## config.mk

```make
export PLATFORM = sky130hd
export DESIGN_NAME = down_counter_flat
export DESIGN_NICKNAME = d
export VERILOG_FILES = /design/src/rtl/fir_pkg.sv /design/src/rtl/down_counter_if.sv /design/src/rtl/down_counter_jk_ff.sv /design/src/rtl/down_counter.sv /design/src/flat_wrapper.sv
export SDC_FILE = /design/constraint.sdc
export NUM_CORES = 1
export LEC_CHECK = 0
export CORE_AREA = 5 5 42 44
export CTS_CLUSTER_SIZE = 16
export DETAILED_ROUTE_END_ITERATION = 12
export DIE_AREA = 0 0 47 49
export HOLD_SLACK_MARGIN = 0.08
export PLACE_DENSITY_LB_ADDON = 0.08
export SLEW_MARGIN = 25
export SYNTH_ARGS = -nofsm -noshare
export SYNTH_HDL_FRONTEND = slang
export SYNTH_SLANG_ARGS = --single-unit
```

## constraint.sdc

```tcl
create_clock -name clk -period 1.9 [get_ports clk]
set_input_delay 0.19 -clock clk [delete_from_list [all_inputs] [get_ports clk]]
set_output_delay 0.19 -clock clk [all_outputs]
set_load 0.005 [all_outputs]
```

## src/rtl/fir_pkg.sv

```systemverilog
// Shared constants for the down counter: default count width and control state encoding.
// Package only, no timing or flow control.
package fir_pkg;

  localparam int COUNT_W = 4;

  typedef enum logic [1:0] {
    ST_IDLE  = 2'd0,
    ST_COUNT = 2'd1,
    ST_DONE  = 2'd2
  } state_t;

endpackage

```

## src/rtl/down_counter_if.sv

```systemverilog
// Control/status bundle of the down counter; master drives start/load_val/en and the counter returns op/busy/tc/done.
// Wires only, no latency; there is no backpressure, en is the only stall.
interface down_counter_if
  import fir_pkg::*;
#(
  parameter int WIDTH = COUNT_W
);

  logic             start;
  logic [WIDTH-1:0] load_val;
  logic             en;
  logic [WIDTH-1:0] op;
  logic             busy;
  logic             tc;
  logic             done;

  modport master (
    output start, load_val, en,
    input  op, busy, tc, done
  );

  modport slave (
    input  start, load_val, en,
    output op, busy, tc, done
  );

endinterface

```

## src/rtl/down_counter_jk_ff.sv

```systemverilog
// JK flip-flop with asynchronous active-low clear; one bit of the counter's toggle chain.
// Q updates one clk edge after J/K; never stalls.
module jk_ff (
  input  logic clk,
  input  logic clr_n,
  input  logic j,
  input  logic k,
  output logic q
);

  always_ff @(posedge clk or negedge clr_n) begin
    if (!clr_n) begin
      q <= 1'b0;
    end else begin
      case ({j, k})
        2'b01:   q <= 1'b0;
        2'b10:   q <= 1'b1;
        2'b11:   q <= ~q;
        default: q <= q;
      endcase
    end
  end

endmodule

```

## src/rtl/down_counter.sv

```systemverilog
// Loadable down counter (IDLE -> COUNT -> DONE); op loads one edge after an accepted start.
// en low freezes an active countdown; start is honoured only in IDLE.
module down_counter
  import fir_pkg::*;
#(
  parameter int WIDTH = COUNT_W
) (
  input  logic           clk,
  input  logic           rst_n,
  down_counter_if.slave  bus
);

  state_t           state;
  logic             busy_r;
  logic             done_r;
  logic [WIDTH-1:0] q;
  logic [WIDTH-1:0] j;
  logic [WIDTH-1:0] k;
  logic [WIDTH-1:0] lower_zero;
  logic             load;
  logic             cnt;
  logic             at_zero;

  assign at_zero = (q == '0);
  assign load    = (state == ST_IDLE) && bus.start;
  // Gating on at_zero keeps the chain from borrowing past zero.
  assign cnt     = (state == ST_COUNT) && bus.en && !at_zero;

  always_comb begin
    lower_zero    = '0;
    lower_zero[0] = 1'b1;
    for (int i = 1; i < WIDTH; i++) begin
      lower_zero[i] = lower_zero[i-1] & ~q[i-1];
    end
  end

  // A load forces J/K to set or clear each bit; counting uses J=K for toggle.
  always_comb begin
    j = '0;
    k = '0;
    for (int i = 0; i < WIDTH; i++) begin
      if (load) begin
        j[i] = bus.load_val[i];
        k[i] = ~bus.load_val[i];
      end else begin
        j[i] = cnt & lower_zero[i];
        k[i] = cnt & lower_zero[i];
      end
    end
  end

  for (genvar g = 0; g < WIDTH; g++) begin : g_bit
    jk_ff u_jk (
      .clk   (clk),
      .clr_n (rst_n),
      .j     (j[g]),
      .k     (k[g]),
      .q     (q[g])
    );
  end

  always_ff @(posedge clk or negedge rst_n) begin
    if (!rst_n) begin
      state  <= ST_IDLE;
      busy_r <= 1'b0;
      done_r <= 1'b0;
    end else begin
      case (state)
        ST_IDLE: begin
          if (bus.start) begin
            state  <= ST_COUNT;
            busy_r <= 1'b1;
          end
        end
        ST_COUNT: begin
          if (bus.en && at_zero) begin
            state  <= ST_DONE;
            busy_r <= 1'b0;
            done_r <= 1'b1;
          end
        end
        ST_DONE: begin
          state  <= ST_IDLE;
          done_r <= 1'b0;
        end
        default: begin
          state  <= ST_IDLE;
          busy_r <= 1'b0;
          done_r <= 1'b0;
        end
      endcase
    end
  end

  assign bus.op   = q;
  assign bus.busy = busy_r;
  assign bus.done = done_r;
  assign bus.tc   = busy_r && at_zero;

endmodule

```

## src/flat_wrapper.sv

```systemverilog
// flat-port wrapper written by rule: the top's interface ports become plain ports
module down_counter_flat import fir_pkg::*;
#(
  parameter int WIDTH = COUNT_W
)
  (clk, rst_n, bus_start, bus_load_val, bus_en, bus_op, bus_busy, bus_tc, bus_done);
  down_counter_if #(.WIDTH(WIDTH)) bus_i ();
  input  logic clk;
  input  logic rst_n;
  input wire logic [$bits(bus_i.start)-1:0] bus_start;
  input wire logic [$bits(bus_i.load_val)-1:0] bus_load_val;
  input wire logic [$bits(bus_i.en)-1:0] bus_en;
  output wire logic [$bits(bus_i.op)-1:0] bus_op;
  output wire logic [$bits(bus_i.busy)-1:0] bus_busy;
  output wire logic [$bits(bus_i.tc)-1:0] bus_tc;
  output wire logic [$bits(bus_i.done)-1:0] bus_done;
  assign bus_i.start = bus_start;
  assign bus_i.load_val = bus_load_val;
  assign bus_i.en = bus_en;
  assign bus_op = bus_i.op;
  assign bus_busy = bus_i.busy;
  assign bus_tc = bus_i.tc;
  assign bus_done = bus_i.done;
  down_counter #(.WIDTH(WIDTH)) u_core (.clk(clk), .rst_n(rst_n), .bus(bus_i));
endmodule
```

==> results of run 1 <==
per-layer routing:
metal	routed length (µm)	up-vias
met2	506	12
met5	0	-
met1	400	172
li1	-	176
met4	6	0
met3	71	2
flip-flops by register name, indices dropped and copies added, names as in the netlist:
register / count
u_core.bus.busy: 1
u_core.bus.done: 1
u_core.g_bit.u_jk.q: 4
u_core.state: 2
through the flow:
stage          std cells  total power [mW]  hold WS (ns)
6_report              71             0.862         0.219
2_1_floorplan         42             0.570        -0.106
3_3_place_gp          68             0.720         0.495
4_1_cts               71             0.873         0.225
3_5_place_dp          68             0.735         0.502
5_1_grt               71             0.937         0.247
layout make-up:
class                           instances  area share
Sequential cell                         8       0.337
Multi-Input combinational cell         26       0.324
Timing Repair Buffer                   15       0.248
Tap cell                               16      0.0337
Inverter                                3      0.0189
Clock buffer                            3      0.0379
power groups by stage:
| stage | sequential (mW) | clock (mW) | combinational [mW] |
|---|---|---|---|
| after floorplan | 0.316 | 0 | 0.254 |
| after global placement | 0.331 | 0 | 0.390 |
| after detailed placement | 0.338 | 0 | 0.397 |
| after CTS | 0.336 | 0.138 | 0.398 |
| after global routing | 0.357 | 0.148 | 0.431 |
| final | 0.338 | 0.129 | 0.395 |
cell usage in the layout, fill, tap and decap left out, drive strengths merged:
cell type,netlist,layout
a31oi,2,2
a41oi,1,1
and3,2,2
and3b,1,1
buf,5,1
clkbuf,0,3
clkdlybuf4s50,0,14
dfrtp,8,8
inv,3,3
nand2,1,1
nand2b,1,1
nand4bb,1,1
nor2,4,4
nor2b,1,1
nor3,1,1
o21a,1,1
o21ai,3,3
o221ai,1,1
o311ai,2,2
or2b,1,1
or3,1,1
or3b,1,1
or4b,1,1
logic make-up after synthesis:
logic type / synth area share
AO/OA/AOI/OAI: 0.161
buffers and inverters: 0.107
flip-flops: 0.461
AND/OR/NAND/NOR: 0.271
worst min path at each step:
stage | cells after the start | end | slack (ns)
after floorplan | 0 | u_core.bus.busy | -0.11
after global placement | 1 | u_core.g_bit[2].u_jk.q | 0.50
after detailed placement | 1 | u_core.g_bit[2].u_jk.q | 0.50
after CTS | 1 | u_core.g_bit[2].u_jk.q | 0.22
after global routing | 1 | u_core.g_bit[2].u_jk.q | 0.25
final | 1 | u_core.g_bit[2].u_jk.q | 0.22
timing repair:
action                                 in CTS  in global routing
endpoints found under the hold margin       0                  0
gates resized for setup                     0                  1
setup endpoints to repair                   0                  1
worst max-delay path, stage by stage, from the launching register on:
cell and delay, ns:
dfrtp_1 0.43, nor3_2 0.23, and3_1 0.19, clkdlybuf4s50_1 0.50
==> summary.md, run 1 <==
| Metric | Value |
|---|---|
| Status | `finished, final reports clean` |
| Synth warn | `0` |
| Reg2Reg Depth | `3` |
| Place WS | `between 0.2 and 0.25 ns` |
| FF+latch count, synth | `8` |
| Worst EP required | `1.71 ns` |
| Antenna Diode Count | `0` |
| Syn_nets | `50` |
| Cell Area, Placed | `roughly 570 µm²` |
| Clock Tree Buf Depth | `2` |
| Gr busiest metal | `met2` |
| CTS tree | `done` |
| Worst slew pin tran | `between 0.3 and 0.4 ns` |
| Largest net degree at the start of global routing | `11` |
| Top post-synthesis cells by area | `dfrtp_1 (46%), buf_4 (6.9%), nand4bb_4 (6.3%)` |
| Reg2Reg Capture Point | `u_core.g_bit[3].u_jk.q` |
| Starting Density | `0.310` |
| DR vias/cell | `5.10` |
| Max-Cap Viols | `0` |
| Clock share of power | `0.150` |
| CTS Buf Count | `3` |
| Clock Sinks | `8` |
| Critical Path Sink | `bus_tc` |
| Flop2flop setup slack | `~0.43 ns` |
| Met2 usage | `0.163` |
| Vias | `approximately 360` |
| Hold buffer count at CTS | `0` |
| Rel. slew slack | `0.748` |
| Io pins | `15` |
| Max Clk Rate | `558 MHz` |
| Die footprint | `~0.0023 mm²` |
| Core area | `approximately 0.0014 mm²` |
| Switching share of power | `0.339` |
| Worst min-delay path category | `in2async` |
| DRT antenna net count | `0` |
| Crit Path Class | `reg2out` |
| Post-synth top cells | `dfrtp_1 (8), buf_4 (4), nor2_1 (4), inv_1 (3), o21ai_0 (3)` |
| Die Wd | `47 µm` |
| Yosys cell types | `22` |
| DIE HEIGHT | `between 40 and 50 µm` |
| Seq/Total Area, Yosys | `0.461` |
| Worst-skew pair later-pin latency | `around 0.25 ns` |
| Lkg Pwr | `~0.25 nW` |
| All-Layer GR Usage | `0.104` |
| FFs w/ async S/R, synth | `1.00` |
| Final Skew | `~0.0042 ns` |
| Internal power | `approximately 0.57 mW` |
| Share of cells above drive strength 1 | `0.127` |
| Post-CTS setup buffers | `0` |
| Sw Pwr | `~0.3 mW` |
| Core Util, Final | `0.424` |
| RePlAce Congestion | `roughly 0.8` |
| Crit-path max FO | `7` |
| WL/cell | `~14 µm` |
| Pwr Density | `1450 mW/mm²` |
| CP Data Arrival Time | `~1.6 ns` |
| Area delta synth->final | `36.9%` |
| Vias in the first global route | `~380` |
| Total negative slack | `0 ns` |
| # setup viols final | `0` |
| H-Tree Depth | `1` |
| Global-route wire length before repair | `between 1500 and 2000 µm` |
| Syn avg cell area | `between 10 and 15 µm²` |
| Startpoint types | `flop` |
| Register area | `between 200 and 250 µm²` |
| Post-synth EDFFs | `0` |
| Primary FF master, synth | `dfrtp_1` |
| Min cycle time layout | `about 1.8 ns` |
| # fillers | `about 140` |
| CP endpoint kind | `output port` |
| Root Driver | `clkbuf_4` |
| Synthesized area | `between 400 and 500 µm²` |
| Maximum vdd drop | `between 0.5 and 0.6 mV` |
| Area occupied by multi-input gates | `193 µm²` |
| Grt met1 use | `0.114` |
| Yosys top cell by area | `dfrtp_1` |
| Clock slew at reported path FFs | `0.05 ns` |
| Post-route cell area | `594 µm²` |
| Fin. Hold Viols | `0` |
| Most frequent cell after synthesis | `dfrtp_1` |
| Initial antenna violation count | `0` |
| # port buffers | `14` |
| Nets | `65` |
| Initial drt markers | `2` |
| Gate power share | `0.458` |
| Remaining global-route overflow | `0` |
| Met3 usage | `0.0221` |
| Cells after Synth | `42` |
| RSZ-0062 raised after global routing | `false` |
| CP startpoint | `u_core.g_bit[1].u_jk.q` |
| Site row count | `14` |
| TritonRoute pass-1 iters | `6` |
| Fin crit share | `0.943` |
| WL final | `just under 1000 µm` |
| # DRC | `0` |
| Post-DP HPWL | `roughly 770 µm` |
| Final Worst Setup Slack | `0.108 ns` |
| Post-synth top area share | `0.461` |
| Register share of total power | `0.392` |
| Worst reg2reg startpoint | `u_core.state[0]` |
| Pins over their slew limit | `0` |
Power figures use the tool's default switching activity.
==> inputs of run 2 (changes only) <==
--- a/config.mk
+++ b/config.mk
@@ -11,6 +11,7 @@
 export DIE_AREA = 0 0 47 49
 export HOLD_SLACK_MARGIN = 0.08
 export PLACE_DENSITY_LB_ADDON = 0.08
+export RECOVER_POWER = 100
 export SLEW_MARGIN = 25
 export SYNTH_ARGS = -nofsm -noshare
 export SYNTH_HDL_FRONTEND = slang
==> run 2 against run 1 <==
Register-to-register slack got worse by 0.05 ns. Utilization decreased by 1.4 points. Worst hold slack improved by 0.070 ns. Total power decreased by 6.3%. Critical path type unchanged. Setup slack improved by 0.0030 ns. Clock skew decreased by 0.00060 ns. Largest cell class unchanged. Die area unchanged. Critical path depth unchanged. Cell area decreased by 3.4%.
==> summary.md, run 2 (same netlist as run 1, synthesis figures left out) <==
| Metric | Value |
|---|---|
| Status | `finished, final reports clean` |
| Min cycle time layout | `1.79 ns (-0.00304 ns)` |
| Pwr Density | `1410 mW/mm² (-3.0%)` |
| Global-route wire length before repair | `1660 µm (unchanged)` |
| Flop2flop setup slack | `0.38 ns (-0.05 ns)` |
| Post-DP HPWL | `771 µm (unchanged)` |
| Area delta synth->final | `32.3%` |
| Root Driver | `clkbuf_4` |
| Initial antenna violation count | `0 (unchanged)` |
| Top reg by flops | `u_core.g_bit.u_jk.q` |
| Worst-skew pair later-pin latency | `0.26 ns (about the same)` |
| WL/cell | `13.8 µm (-0.81%)` |
| Worst EP required | `1.71 ns (about the same)` |
| Max Clk Rate | `559 MHz (+0.17%)` |
| Maximum vdd drop | `0.580 mV (-2.3%)` |
| Lkg Pwr | `0.248 nW (-1.8%)` |
| Max reg flops | `4 (unchanged)` |
| Nets | `65 (unchanged)` |
| Clock share of power | `0.164 (+0.014)` |
| Io pins | `15 (unchanged)` |
| Crit Path Class | `reg2out` |
| Final Skew | `0.00359 ns (-0.000598 ns)` |
| Startpoint types | `flop` |
| Worst slew pin tran | `0.397 ns (+0.0199 ns)` |
| Max-Cap Viols | `0 (unchanged)` |
| CTS tree | `done` |
| Reg2Reg Depth | `3 (unchanged)` |
| Remaining global-route overflow | `0 (unchanged)` |
| Worst reg2reg startpoint | `u_core.state[1]` |
| Vias | `364 (+0.55%)` |
| Clock Tree Buf Depth | `2 (unchanged)` |
| RSZ-0062 raised after global routing | `false` |
| WL final | `977 µm (-0.81%)` |
| Clock Sinks | `8 (unchanged)` |
| Initial drt markers | `4 (+2)` |
| Antenna Diode Count | `0 (unchanged)` |
| All-Layer GR Usage | `0.104 (unchanged)` |
| Hold buffer count at CTS | `0 (unchanged)` |
| Most frequent cells in the layout | `dfrtp_1 (8), clkdlybuf4s50_1 (7), dlygate4sd3_1 (7)` |
| H-Tree Depth | `1 (unchanged)` |
| # DRC | `0 (unchanged)` |
| # setup viols final | `0 (unchanged)` |
| Pins over their slew limit | `0 (unchanged)` |
| Starting Density | `0.310 (unchanged)` |
| CTS Buf Count | `3 (unchanged)` |
| Commonest non-fill, non-tap cell in the layout | `dfrtp_1` |
| TritonRoute pass-1 iters | `3 (-3)` |
| Clock slew at reported path FFs | `0.05 ns (about the same)` |
| Die Wd | `47 µm (unchanged)` |
| # port buffers | `14 (unchanged)` |
| Top flop regs | `u_core.g_bit.u_jk.q: 4 flops, u_core.state: 2 flops` |
| Worst min-delay path category | `in2async` |
| Share of cells above drive strength 1 | `0.0909 (-0.0364)` |
| Switching share of power | `0.351 (+0.0126)` |
| Vias in the first global route | `375 (unchanged)` |
| Register share of total power | `0.408 (+0.016)` |
| CTS resizes | `0 (unchanged)` |
| Fin crit share | `0.942 (-0.00160)` |
| Reg2Reg Capture Point | `u_core.g_bit[2].u_jk.q` |
| Core area | `0.00140 mm² (unchanged)` |
| Site row count | `14 (unchanged)` |
| Sw Pwr | `0.284 mW (-2.8%)` |
| Total negative slack | `0 ns (unchanged)` |
| RePlAce Congestion | `0.784 (unchanged)` |
| DRT antenna net count | `0 (unchanged)` |
| Internal power | `0.524 mW (-8.1%)` |
| CP endpoint kind | `output port` |
| Fin cells | `71 (unchanged)` |
| Fin. Hold Viols | `0 (unchanged)` |
| Die footprint | `0.00230 mm² (unchanged)` |
| Largest net degree at the start of global routing | `11 (unchanged)` |
| Post-CTS setup buffers | `0 (unchanged)` |
| DIE HEIGHT | `49 µm (unchanged)` |
| Rel. slew slack | `0.734 (-0.0133)` |
| CP Data Arrival Time | `1.60 ns (about the same)` |
| Crit-path max FO | `7 (unchanged)` |
| DR vias/cell | `5.13 (+0.55%)` |
| Placed cell count | `68 (unchanged)` |
| Gate power share | `0.428 (-0.030)` |
-- run 2: cell count changes in the layout (fill, tap and decap cells not counted), sizes merged --
cell,delta
clkdlybuf4s50,-7
buf,-1
dlygate4sd3,+7
clkbuf,+1
-- run 2: power by group through the flow --
stage               logic, mW  clock network [mW]  registers, mW
floorplan               0.254                   0          0.316
global placement        0.390                   0          0.331
detailed placement      0.397                   0          0.338
CTS                     0.398               0.138          0.336
global route            0.383               0.148          0.348
finish                  0.346               0.132          0.330
-- run 2: worst max path at each step --
stage / startpoint / to / slack (ns) / cells past startpoint
6_report: u_core.g_bit[1].u_jk.q / bus_tc / 0.11 / 3
5_1_grt: u_core.g_bit[1].u_jk.q / bus_tc / 0.02 / 3
4_1_cts: u_core.g_bit[1].u_jk.q / bus_tc / 0.04 / 3
3_5_place_dp: bus_en / u_core.g_bit[2].u_jk.q / 0.23 / 4
3_3_place_gp: bus_en / u_core.g_bit[2].u_jk.q / 0.27 / 4
2_1_floorplan: u_core.state[0] / u_core.g_bit[3].u_jk.q / 0.55 / 4
-- run 2: worst max-delay path: stages (launching register included) --
cell	delay, ns
dfrtp_1	0.43
nor3_2	0.23
and3_1	0.18
clkdlybuf4s50_1	0.50
-- run 2: metal layers --
metal	vias up	global-route usage	wire length, µm
met5	-	0	0
met4	0	0.0829	37
met3	5	0.0221	77
met2	13	0.163	464
met1	170	0.114	398
li1	176	-	-
-- run 2: metrics by stage --
stage                     utilization  setup WS, ns  hold slack (ns)  instance area, µm²  total power, mW
final                           0.410         0.111            0.289                 574            0.808
after global routing            0.410        0.0178            0.317                 574            0.880
after CTS                       0.421        0.0358            0.225                 589            0.873
after detailed placement        0.404         0.226            0.502                 567            0.735
after global placement          0.404         0.273            0.495                 567            0.720
after floorplan                     -         0.552           -0.106                 434            0.570
-- run 2: layout make-up --
| cell class | instances | area, µm² |
|---|---|---|
| clock buffers | 3 | 22.5 |
| fillers | 139 | 827 |
| inverters | 3 | 11.3 |
| multi-input cells | 26 | 176 |
| flip-flops and latches | 8 | 200 |
| well taps | 16 | 20.0 |
| repair buffers | 15 | 144 |
